File: src/rtl/ddr5_bank_scheduler_if.sv
// Request and command bus of the DDR5 bank scheduler.
// The master side is the request queue that also consumes the command
// stream; the slave side is the scheduler itself.
interface ddr5_bank_scheduler_if;
  logic        req_valid;
  logic        req_ready;
  logic [1:0]  req_op;
  logic [15:0] req_row;
  logic [9:0]  req_col;
  logic [2:0]  req_bg;
  logic [1:0]  req_bank;

  logic [3:0]  cmd;
  logic [2:0]  cmd_bg;
  logic [1:0]  cmd_bank;
  logic [15:0] cmd_row;
  logic [9:0]  cmd_col;
  logic        done;
  logic [1:0]  done_op;

  modport master (
    output req_valid, req_op, req_row, req_col, req_bg, req_bank,
    input  req_ready, cmd, cmd_bg, cmd_bank, cmd_row, cmd_col, done, done_op
  );

  modport slave (
    input  req_valid, req_op, req_row, req_col, req_bg, req_bank,
    output req_ready, cmd, cmd_bg, cmd_bank, cmd_row, cmd_col, done, done_op
  );
endinterface

File: src/rtl/ddr5_bank_scheduler.sv
// In-order DDR5 command sequencer. Takes one request at a time and walks it
// through PRE / ACT0-ACT1 / RD0-RD1 or WR0-WR1 under an open-page policy,
// tracking open rows and timing counters for all 32 banks (8 BG x 4 banks).
// A command whose counter was loaded with T in cycle c may issue in c+T.
module ddr5_bank_scheduler #(
  parameter int unsigned T_RCD   = 39,
  parameter int unsigned T_RP    = 39,
  parameter int unsigned T_RAS   = 77,
  parameter int unsigned T_RTP   = 18,
  parameter int unsigned T_CWD   = 38,
  parameter int unsigned T_BURST = 8,
  parameter int unsigned T_WR    = 72,
  parameter int unsigned T_CCD_L = 12,
  parameter int unsigned T_CCD_S = 8
) (
  input logic                  clock,
  input logic                  reset_n,
  ddr5_bank_scheduler_if.slave bus
);

  localparam logic [7:0] RCD    = 8'(T_RCD);
  localparam logic [7:0] RP     = 8'(T_RP);
  localparam logic [7:0] RAS    = 8'(T_RAS);
  localparam logic [7:0] RTP    = 8'(T_RTP);
  localparam logic [7:0] WR_REC = 8'(T_CWD + T_BURST + T_WR);
  localparam logic [7:0] CCD_L  = 8'(T_CCD_L);
  localparam logic [7:0] CCD_S  = 8'(T_CCD_S);

  typedef enum logic [3:0] {
    S_IDLE, S_DECIDE, S_PRE_WAIT, S_PRE, S_ACT_WAIT,
    S_ACT0, S_ACT1, S_COL_WAIT, S_COL0, S_COL1
  } state_e;

  typedef enum logic [3:0] {
    CMD_NULL = 4'd0, CMD_ACT0 = 4'd1, CMD_ACT1 = 4'd2, CMD_RD0 = 4'd3,
    CMD_RD1  = 4'd4, CMD_WR0  = 4'd5, CMD_WR1  = 4'd6, CMD_PRE = 4'd7
  } cmd_e;

  state_e      state;

  // Captured request.
  logic [1:0]  op_q;
  logic [15:0] row_q;
  logic [9:0]  col_q;
  logic [2:0]  bg_q;
  logic [1:0]  bank_q;
  logic [4:0]  bidx;

  // Bank table, exposed by name for a future refresh block.
  logic        bank_open [32];
  logic [15:0] open_row  [32];
  logic [7:0]  act_cnt   [32];
  logic [7:0]  pre_cnt   [32];
  logic [7:0]  col_cnt   [32];

  // Inter-column spacing.
  logic [7:0]  ccd_l_cnt;
  logic [7:0]  ccd_s_cnt;
  logic [2:0]  last_bg;

  // Registered outputs.
  logic        req_ready_q;
  cmd_e        cmd_q;
  logic [2:0]  cmd_bg_q;
  logic [1:0]  cmd_bank_q;
  logic [15:0] cmd_row_q;
  logic [9:0]  cmd_col_q;
  logic        done_q;
  logic [1:0]  done_op_q;

  // Gates and issue strobes.
  logic        is_write;
  logic        row_match;
  logic        pre_ok;
  logic        act_ok;
  logic        col_ok;
  logic        enter_pre;
  logic        enter_act;
  logic        enter_col;
  logic [7:0]  pre_dec;
  logic [7:0]  col_rec;

  function automatic logic [7:0] sat_dec(input logic [7:0] v);
    return (v == 8'd0) ? 8'd0 : v - 8'd1;
  endfunction

  // The gate is judged one cycle ahead of the command it releases, so a
  // counter reading 1 now will read 0 in the cycle the command issues.
  function automatic logic expires(input logic [7:0] v);
    return v <= 8'd1;
  endfunction

  assign bidx = {bg_q, bank_q};

  // Timing gates for the target bank and the strobes that issue commands.
  always_comb begin
    is_write  = (op_q == 2'd1);
    row_match = bank_open[bidx] && (open_row[bidx] == row_q);
    pre_ok    = expires(pre_cnt[bidx]);
    act_ok    = expires(act_cnt[bidx]);
    col_ok    = expires(col_cnt[bidx]) &&
                ((bg_q == last_bg) ? expires(ccd_l_cnt) : expires(ccd_s_cnt));
    enter_pre = pre_ok &&
                ((state == S_DECIDE && bank_open[bidx] && !row_match) ||
                 state == S_PRE_WAIT);
    enter_act = act_ok &&
                ((state == S_DECIDE && !bank_open[bidx]) ||
                 state == S_PRE || state == S_ACT_WAIT);
    enter_col = col_ok &&
                ((state == S_DECIDE && row_match) ||
                 state == S_ACT1 || state == S_COL_WAIT);
    pre_dec   = sat_dec(pre_cnt[bidx]);
    col_rec   = is_write ? WR_REC : RTP;
  end

  // Bank table: all counters count down each cycle; issue strobes reload them.
  always_ff @(posedge clock or negedge reset_n) begin
    if (!reset_n) begin
      // NOTE: the whole table is reset on purpose: a bank must never look open,
      // or carry a stale timer, after reset.
      for (int i = 0; i < 32; i++) begin
        bank_open[i] <= 1'b0;
        open_row[i]  <= '0;
        act_cnt[i]   <= '0;
        pre_cnt[i]   <= '0;
        col_cnt[i]   <= '0;
      end
    end else begin
      // NOTE: non-blocking throughout, so the per-bank loads below override
      // the decrement cleanly and every reader sees last cycle's value.
      for (int i = 0; i < 32; i++) begin
        act_cnt[i] <= sat_dec(act_cnt[i]);
        pre_cnt[i] <= sat_dec(pre_cnt[i]);
        col_cnt[i] <= sat_dec(col_cnt[i]);
      end
      if (enter_pre) begin
        bank_open[bidx] <= 1'b0;
        act_cnt[bidx]   <= RP;
      end
      if (enter_act) begin
        bank_open[bidx] <= 1'b1;
        open_row[bidx]  <= row_q;
        col_cnt[bidx]   <= RCD;
        pre_cnt[bidx]   <= RAS;
      end
      if (enter_col) begin
        pre_cnt[bidx] <= (pre_dec > col_rec) ? pre_dec : col_rec;
      end
    end
  end

  // Request FSM with registered command outputs and CCD tracking.
  always_ff @(posedge clock or negedge reset_n) begin
    if (!reset_n) begin
      state       <= S_IDLE;
      req_ready_q <= 1'b1;
      op_q        <= '0;
      row_q       <= '0;
      col_q       <= '0;
      bg_q        <= '0;
      bank_q      <= '0;
      ccd_l_cnt   <= '0;
      ccd_s_cnt   <= '0;
      last_bg     <= '0;
      cmd_q       <= CMD_NULL;
      cmd_bg_q    <= '0;
      cmd_bank_q  <= '0;
      cmd_row_q   <= '0;
      cmd_col_q   <= '0;
      done_q      <= 1'b0;
      done_op_q   <= '0;
    end else begin
      cmd_q       <= CMD_NULL;
      cmd_bg_q    <= '0;
      cmd_bank_q  <= '0;
      cmd_row_q   <= '0;
      cmd_col_q   <= '0;
      done_q      <= 1'b0;
      done_op_q   <= '0;
      req_ready_q <= 1'b0;
      ccd_l_cnt   <= sat_dec(ccd_l_cnt);
      ccd_s_cnt   <= sat_dec(ccd_s_cnt);

      if (enter_pre) begin
        state      <= S_PRE;
        cmd_q      <= CMD_PRE;
        cmd_bg_q   <= bg_q;
        cmd_bank_q <= bank_q;
      end else if (enter_act) begin
        state      <= S_ACT0;
        cmd_q      <= CMD_ACT0;
        cmd_bg_q   <= bg_q;
        cmd_bank_q <= bank_q;
        cmd_row_q  <= row_q;
      end else if (enter_col) begin
        state      <= S_COL0;
        if (is_write) cmd_q <= CMD_WR0;
        else          cmd_q <= CMD_RD0;
        cmd_bg_q   <= bg_q;
        cmd_bank_q <= bank_q;
        cmd_col_q  <= col_q;
        ccd_l_cnt  <= CCD_L;
        ccd_s_cnt  <= CCD_S;
        last_bg    <= bg_q;
      end else begin
        case (state)
          S_IDLE: begin
            req_ready_q <= 1'b1;
            if (bus.req_valid) begin
              op_q        <= bus.req_op;
              row_q       <= bus.req_row;
              col_q       <= bus.req_col;
              bg_q        <= bus.req_bg;
              bank_q      <= bus.req_bank;
              req_ready_q <= 1'b0;
              state       <= S_DECIDE;
            end
          end
          S_DECIDE: begin
            if (row_match)             state <= S_COL_WAIT;
            else if (!bank_open[bidx]) state <= S_ACT_WAIT;
            else                       state <= S_PRE_WAIT;
          end
          S_PRE:  state <= S_ACT_WAIT;
          S_ACT0: begin
            state      <= S_ACT1;
            cmd_q      <= CMD_ACT1;
            cmd_bg_q   <= bg_q;
            cmd_bank_q <= bank_q;
            cmd_row_q  <= row_q;
          end
          S_ACT1: state <= S_COL_WAIT;
          S_COL0: begin
            state      <= S_COL1;
            if (is_write) cmd_q <= CMD_WR1;
            else          cmd_q <= CMD_RD1;
            cmd_bg_q   <= bg_q;
            cmd_bank_q <= bank_q;
            cmd_col_q  <= col_q;
            done_q     <= 1'b1;
            done_op_q  <= op_q;
          end
          S_COL1: begin
            state       <= S_IDLE;
            req_ready_q <= 1'b1;
          end
          default: state <= state;
        endcase
      end
    end
  end

  assign bus.req_ready = req_ready_q;
  assign bus.cmd       = cmd_q;
  assign bus.cmd_bg    = cmd_bg_q;
  assign bus.cmd_bank  = cmd_bank_q;
  assign bus.cmd_row   = cmd_row_q;
  assign bus.cmd_col   = cmd_col_q;
  assign bus.done      = done_q;
  assign bus.done_op   = done_op_q;

endmodule
File: src/flat_wrapper.sv
// flat-port wrapper written by rule: the top's interface ports become plain ports
module ddr5_bank_scheduler_flat 
#(
  parameter int unsigned T_RCD   = 39,
  parameter int unsigned T_RP    = 39,
  parameter int unsigned T_RAS   = 77,
  parameter int unsigned T_RTP   = 18,
  parameter int unsigned T_CWD   = 38,
  parameter int unsigned T_BURST = 8,
  parameter int unsigned T_WR    = 72,
  parameter int unsigned T_CCD_L = 12,
  parameter int unsigned T_CCD_S = 8
)
  (clock, reset_n, bus_req_valid, bus_req_op, bus_req_row, bus_req_col, bus_req_bg, bus_req_bank, bus_req_ready, bus_cmd, bus_cmd_bg, bus_cmd_bank, bus_cmd_row, bus_cmd_col, bus_done, bus_done_op);
  ddr5_bank_scheduler_if bus_i ();
  input logic clock;
  input logic reset_n;
  input wire logic [$bits(bus_i.req_valid)-1:0] bus_req_valid;
  input wire logic [$bits(bus_i.req_op)-1:0] bus_req_op;
  input wire logic [$bits(bus_i.req_row)-1:0] bus_req_row;
  input wire logic [$bits(bus_i.req_col)-1:0] bus_req_col;
  input wire logic [$bits(bus_i.req_bg)-1:0] bus_req_bg;
  input wire logic [$bits(bus_i.req_bank)-1:0] bus_req_bank;
  output wire logic [$bits(bus_i.req_ready)-1:0] bus_req_ready;
  output wire logic [$bits(bus_i.cmd)-1:0] bus_cmd;
  output wire logic [$bits(bus_i.cmd_bg)-1:0] bus_cmd_bg;
  output wire logic [$bits(bus_i.cmd_bank)-1:0] bus_cmd_bank;
  output wire logic [$bits(bus_i.cmd_row)-1:0] bus_cmd_row;
  output wire logic [$bits(bus_i.cmd_col)-1:0] bus_cmd_col;
  output wire logic [$bits(bus_i.done)-1:0] bus_done;
  output wire logic [$bits(bus_i.done_op)-1:0] bus_done_op;
  assign bus_i.req_valid = bus_req_valid;
  assign bus_i.req_op = bus_req_op;
  assign bus_i.req_row = bus_req_row;
  assign bus_i.req_col = bus_req_col;
  assign bus_i.req_bg = bus_req_bg;
  assign bus_i.req_bank = bus_req_bank;
  assign bus_req_ready = bus_i.req_ready;
  assign bus_cmd = bus_i.cmd;
  assign bus_cmd_bg = bus_i.cmd_bg;
  assign bus_cmd_bank = bus_i.cmd_bank;
  assign bus_cmd_row = bus_i.cmd_row;
  assign bus_cmd_col = bus_i.cmd_col;
  assign bus_done = bus_i.done;
  assign bus_done_op = bus_i.done_op;
  ddr5_bank_scheduler #(.T_RCD(T_RCD), .T_RP(T_RP), .T_RAS(T_RAS), .T_RTP(T_RTP), .T_CWD(T_CWD), .T_BURST(T_BURST), .T_WR(T_WR), .T_CCD_L(T_CCD_L), .T_CCD_S(T_CCD_S)) u_core (.clock(clock), .reset_n(reset_n), .bus(bus_i));
endmodule
File: config.mk
export PLATFORM = sky130hd
export DESIGN_NAME = ddr5_bank_scheduler_flat
export DESIGN_NICKNAME = d
export VERILOG_FILES = /design/src/rtl/ddr5_bank_scheduler_if.sv /design/src/rtl/ddr5_bank_scheduler.sv /design/src/flat_wrapper.sv
export SDC_FILE = /design/constraint.sdc
export NUM_CORES = 2
export LEC_CHECK = 0
export ABC_CLOCK_PERIOD_IN_PS = 8800
export BUFFER_PORTS_ARGS = -buffer_cell sky130_fd_sc_hd__buf_2
export CAP_MARGIN = 20
export CELL_PAD_IN_SITES_DETAIL_PLACEMENT = 1
export CELL_PAD_IN_SITES_GLOBAL_PLACEMENT = 1
export CORE_UTILIZATION = 40
export CTS_BUF_LIST = sky130_fd_sc_hd__clkbuf_16
export CTS_CLUSTER_DIAMETER = 40
export DETAILED_ROUTE_END_ITERATION = 16
export PLACE_DENSITY_LB_ADDON = 0.1
export SETUP_SLACK_MARGIN = 0.15
export SLEW_MARGIN = 20
export SYNTH_ARGS = -nofsm -noshare
export SYNTH_HDL_FRONTEND = slang
export SYNTH_SLANG_ARGS = --single-unit
File: constraint.sdc
create_clock -name clock -period 8.8 [get_ports clock]
set_input_delay 1.76 -clock clock [delete_from_list [all_inputs] [get_ports clock]]
set_output_delay 1.76 -clock clock [all_outputs]
set_load 0.01 [all_outputs]
Word-level counts from Yosys, hierarchy flattened:

Index checks and enable logic that the tools add are counted.

* bits in registers: 1407
* latch bits: 0
* bits in writable memories: 0
* memory bits (read-only): 0
* bits of input ports: 36
* output and inout bits: 39
* memories kept: 0

* $add $sub $neg: 99
* multipliers: 0
* div/mod/pow operators: 0
* $lt $le $gt $ge: 8
* equality and inequality tests: 13
* shifts and indexed selects: 0
* multiplexer cells: 179
* bitwise operators: 15
* reductions and logical operators: 122

Operators with widths (count)
* 2-to-1 mux 256 bit: 4
* 2-to-1 mux 8 bit: 113
* logical NOT 8 bit: 99
* subtractor 8 x 1 -> 8 bit (second input constant): 99
* bitwise mux 512 bit: 1
* bitwise AND 128 bit: 3
* bitwise OR 128 bit: 3
* bitwise mux 256 bit: 1
* NOT 128 bit: 2
* binary-select mux 8 bit (select 5 bit): 3
* 2-to-1 mux 16 bit: 7
* binary-select mux 16 bit (select 5 bit): 1
* demux 16 bit (select 5 bit): 1
* 2-to-1 mux 32 bit: 2
* demux 8 bit (select 5 bit): 1
* less-or-equal comparator 8 x 1 -> 1 bit (second input constant): 5
* 2-to-1 mux 10 bit: 4
* bitwise AND 32 bit: 1
* 2-to-1 mux 4 bit: 8
* NOT 32 bit: 1
* bitwise OR 32 bit: 1
* case mux 4 bit (7 select lines): 1
* 2-to-1 mux 2 bit: 9
* 2-to-1 mux 3 bit: 6
* 28 further kinds: 60

Longest topological paths before layout:

* word-level depth: 13
* depth in mapped cells: 22
* depth with buffers taken out: 17

Least setup slack after synthesis:

OpenSTA, ideal clock, no wires.

* kind: register to register
* from: reg u_core.bank_q[0]
* to: reg u_core.pre_cnt[106] (netlist bit)
* arrival time: 5.010 ns
* required time: 8.666 ns
* slack: 3.656 ns
* stages on the path, launching flop included: 23
* path buffers: 5
* cells stage by stage: dfrtp_1 -> buf_6 -> buf_6 -> buf_6 -> buf_6 -> mux2i_1 -> o22ai_1 -> nor4_1 -> nand2_1 -> inv_1 -> ha_1 -> inv_1 -> or4_1 -> mux2_2 -> ha_1 -> nand3_1 -> or3_1 -> o21a_1 -> a22o_1 -> o211a_4 -> a2111oi_4 -> buf_6 -> a2bb2oi_2

* longest elaborated chain between the ends: 12

RTL lines
* start: declaration: RTL line ddr5_bank_scheduler.sv:46 `logic [1:0] bank_q;`
* start signal: assignment: RTL line ddr5_bank_scheduler.sv:214 `bank_q <= bus.req_bank;`
* NOT 5 -> 6 bit (*)
* parallel branches: the longest is 10 deep, another holds subtractor 8 x 1 -> 8 bit
* 2-to-1 mux 256 bit (*): RTL line ddr5_bank_scheduler.sv:146 `if (enter_col) begin`
* end signal: indexed assignment: RTL line ddr5_bank_scheduler.sv:133 `pre_cnt[i] <= sat_dec(pre_cnt[i]);`
* end signal: indexed assignment: RTL line ddr5_bank_scheduler.sv:147 `pre_cnt[bidx] <= (pre_dec > col_rec) ? pre_dec : col_rec;`
* end: declaration: RTL line ddr5_bank_scheduler.sv:53 `logic [7:0] pre_cnt [32];`

Mark *: on every way between the ends. The select of a mux whose other input is x is not followed.
A chain may end at the register's enable or synchronous reset.

Worst setup path in the final report:

* from: reg u_core.bank_q[0]
* to: reg u_core.pre_cnt[197] (netlist bit)

Same word-level chain as after synthesis.

==> metrics.txt <==
commonest non-fill, non-tap cell in the layout=nand2_1; status=finished, final reports clean; initial core utilization=40.41%; share of post-route cells with drive strength above 1=11.19%; GP Congestion=0.9036; Routed Antenna Nets=0; Clock Power Share=34.3%; Slew @ Worst Pin=1180 ps; reg-to-reg endpoint=u_core.pre_cnt[197]; Post-CTS Resized=0; Hold Buf Count CTS=0; Worst EP arrival=7980 ps; RSZ-0062 raised after global routing=false; DR vias=59,910; critical path, cell by cell=buf_12, mux2i_1, o22ai_1, nor4_1, nand2_1, inv_1, ha_1, inv_1, or4_1, mux2_2, ha_1, nand3_1, or3_1, o21a_1, a22o_1, o211a_4, o31ai_4, buf_4, o21ai_0; CP Data Required Time=9520 ps; Synth-to-Final Area Change=17.18%; maxcap violations=0; Setup violations, final=0; setup_tns=0 ps; Hold EP=u_core.open_row[375]; clock-pin slew of the registers on the worst-case setup and hold paths=50 ps; Power Density=374.2 nW/um^2; Max-slew headroom=21.33%; cell count along the critical path=19; 1st-iter DRT viols=4,135; fmax=0.1377 GHz; count of final max-slew check failures=0; GR Util All Layers=30.40%; H-tree Lvls=5; asr flop ratio synth=100.0%; WL final=272,900 um; area of the core=176,900 um^2; DP HPWL=180,300 um; io pins=75; count of cell types in the netlist=93; share of the clock period used by the worst path=82.52%; Util after Layout=47.35%; Hold Path Class=reg -> reg; IO Port Bufs=73; CP startpoint kind=flop; fin cells=10,440; die height=424.7 um; worst reg-to-reg path cell count=19; Critical path buffers and inverters=4; CP max-delay cell=dfrtp_4; CTS max path bufs=4; Reg2Reg Launch Point=u_core.bank_q[0]; Worst Hold Slack=461.1 ps; CP max FO=51; latest clock arrival within the worst-skew pair=930 ps; overall power=0.03134 W; cts bufs inserted=289; GR Overflow Total=0; Final Critical Period=7262 ps; Top delay family on crit path=simple AND/OR/NAND/NOR gates; Sw Pwr=0.01194 W; Comb pwr share=31.4%; pin count of the biggest net entering global routing=168; Reg power frac=34.3%; Sw Share=38.09%; Final Hold Viols=0; WL/cell=26.14 um; Setup Buffers After CTS=0; cell area after synthesis=71,480 um^2; Yosys warning count=0; clk sink count=1,406; WS Path Type=reg -> reg; CTS root buffer=clkbuf_16; CP endpoint kind=flop; vias in the first global route=62,520; Die W=424.7 um; number of synthesized flops with an enable pin=0; CTS tree=built; initial antenna violation count=12; Hold Startpoint=u_core.open_row[375]; slowest cell delay on critical path=1060 ps; Pint=0.01941 W; flops & latches, synth=1,406; Reg2Reg Setup Slack=1540 ps; sequential share of the synthesized area=49.22%; worst hold path depth=2; DR vias/cell=5.739; FP Rows=154; Max IR drop VDD=0.3548 mV; die area=180,400 um^2; commonest cells after routing, fill and taps aside=nand2_1 (1,649), dfrtp_1 (1,394), nor2_1 (688); Syn Area/Cell=9.205 um^2; Pleak=38.08 nW; Post-Syn Instances=7,766; global-route wire length before repair=411,900 um; DRT Pass-1 Iters=7; Syn Nets=7,911; Nets=8,030; predominant post-synthesis flop cell=dfrtp_1; number of fill cells=19,790; clock skew=49.37 ps; DRC Markers=0; placed cells=9,931
-- cells in the mapped netlist, drive strengths merged (16+ instances only) --
cell type,n,share of area (%)
a211oi,29,0.30
a21o,34,0.36
a21oi,182,1.3
a2bb2oi,87,1.3
and2,26,0.23
and3,20,0.18
buf,146,1.3
clkbuf,233,1.2
dfrtp,1405,49
ha,109,1.9
inv,212,1.1
mux2,47,0.74
mux2i,435,6.1
nand2,1661,8.7
nand2b,74,0.65
nand3,73,0.51
nand3b,16,0.17
nand4bb,21,0.37
nor2,745,4.2
nor2b,48,0.42
nor3,394,2.8
nor3b,48,0.50
nor4,109,1.0
nor4b,20,0.27
o21ai,670,4.7
o22a,33,0.40
o22ai,197,1.7
o31ai,31,0.33
or2,42,0.37
or3,57,0.50
or3b,16,0.20
or4,41,0.43
xnor2,266,3.3
xor2,104,1.3
-- worst register-to-register path: stages (launching register included) --
cell,delay (ps)
dfrtp_4,1060
buf_12,450
mux2i_1,270
o22ai_1,100
nor4_1,600
nand2_1,290
inv_1,240
ha_1,270
inv_1,90
or4_1,530
mux2_2,340
ha_1,340
nand3_1,80
or3_1,300
o21a_1,220
a22o_1,280
o211a_4,290
o31ai_4,690
buf_4,470
o21ai_0,190
-- final cells by class --
class,instances,area [um^2],share of cell area [%]
clock buffers,295,7382,8.813
multi-input cells,5767,33810,40.37
well taps,2340,2928,3.495
flip-flops and latches,1406,35210,42.03
clock inverters,208,2027,2.420
repair buffers,207,1597,1.906
diodes,2,5.005,0.005975
inverters,214,803.3,0.9590
-- power by group through the flow --
stage,combinational (W),sequential (W),clock (W)
global placement,0.00940,0.0107,0
finish,0.00983,0.0108,0.0108
CTS,0.00984,0.0107,0.0109
global route,0.0109,0.0110,0.0112
detailed placement,0.00973,0.0108,0
floorplan,0.00719,0.00982,0
-- per-layer routing --
layer	wire length (um)	track usage (%)	vias to the layer above	share of wire [%]
met4	13520	14.44	4	5.0
met3	14020	4.936	640	5.1
met2	128000	49.29	1562	47
met5	21	0	-	0.0077
met1	117400	39.61	30720	43
li1	-	-	26980	-
-- cell families after synthesis --
kind of cell	after synthesis	synth area share (%)
buffers and inverters	593	3.695
other	1	0.005246
and+or+nand+nor	3448	22.00
AOI/OAI and AO/OA	1344	11.40
DFF	1406	49.22
xor gates and xnor gates	370	4.533
muxes	495	7.241
adders and majority gates	109	1.908
-- through the flow --
step	cell area, um^2	worst slack [ps]
6_report	83760	1538
5_1_grt	83760	1351
4_1_cts	83700	1287
3_5_place_dp	74290	1327
3_3_place_gp	74280	1451
2_1_floorplan	71480	3657
-- flip-flops by register name, indices dropped and copies added (netlist names), 4 cells and up, named ones only --
| register | cells |
|---|---|
| u_core.open_row | 512 |
| u_core.act_cnt | 256 |
| u_core.col_cnt | 256 |
| u_core.pre_cnt | 256 |
| u_core.bus.cmd_row | 16 |
| u_core.row_q | 16 |
| u_core.bus.cmd_col | 10 |
| u_core.col_q | 10 |
| u_core.ccd_l_cnt | 8 |
| u_core.ccd_s_cnt | 8 |
| u_core.state | 4 |
-- how the worst max path moves through the flow --
stage	from	end	slack [ps]
after floorplan	u_core.bank_q[0]	u_core.pre_cnt[106]	3660
after global placement	u_core.bank_q[0]	u_core.pre_cnt[181]	1450
after detailed placement	u_core.bank_q[0]	u_core.pre_cnt[197]	1330
after CTS	u_core.bank_q[0]	u_core.pre_cnt[197]	1290
after global routing	u_core.bank_q[0]	u_core.pre_cnt[250]	1350
final	u_core.bank_q[0]	u_core.pre_cnt[197]	1540
(Power assumes the default switching activity.)
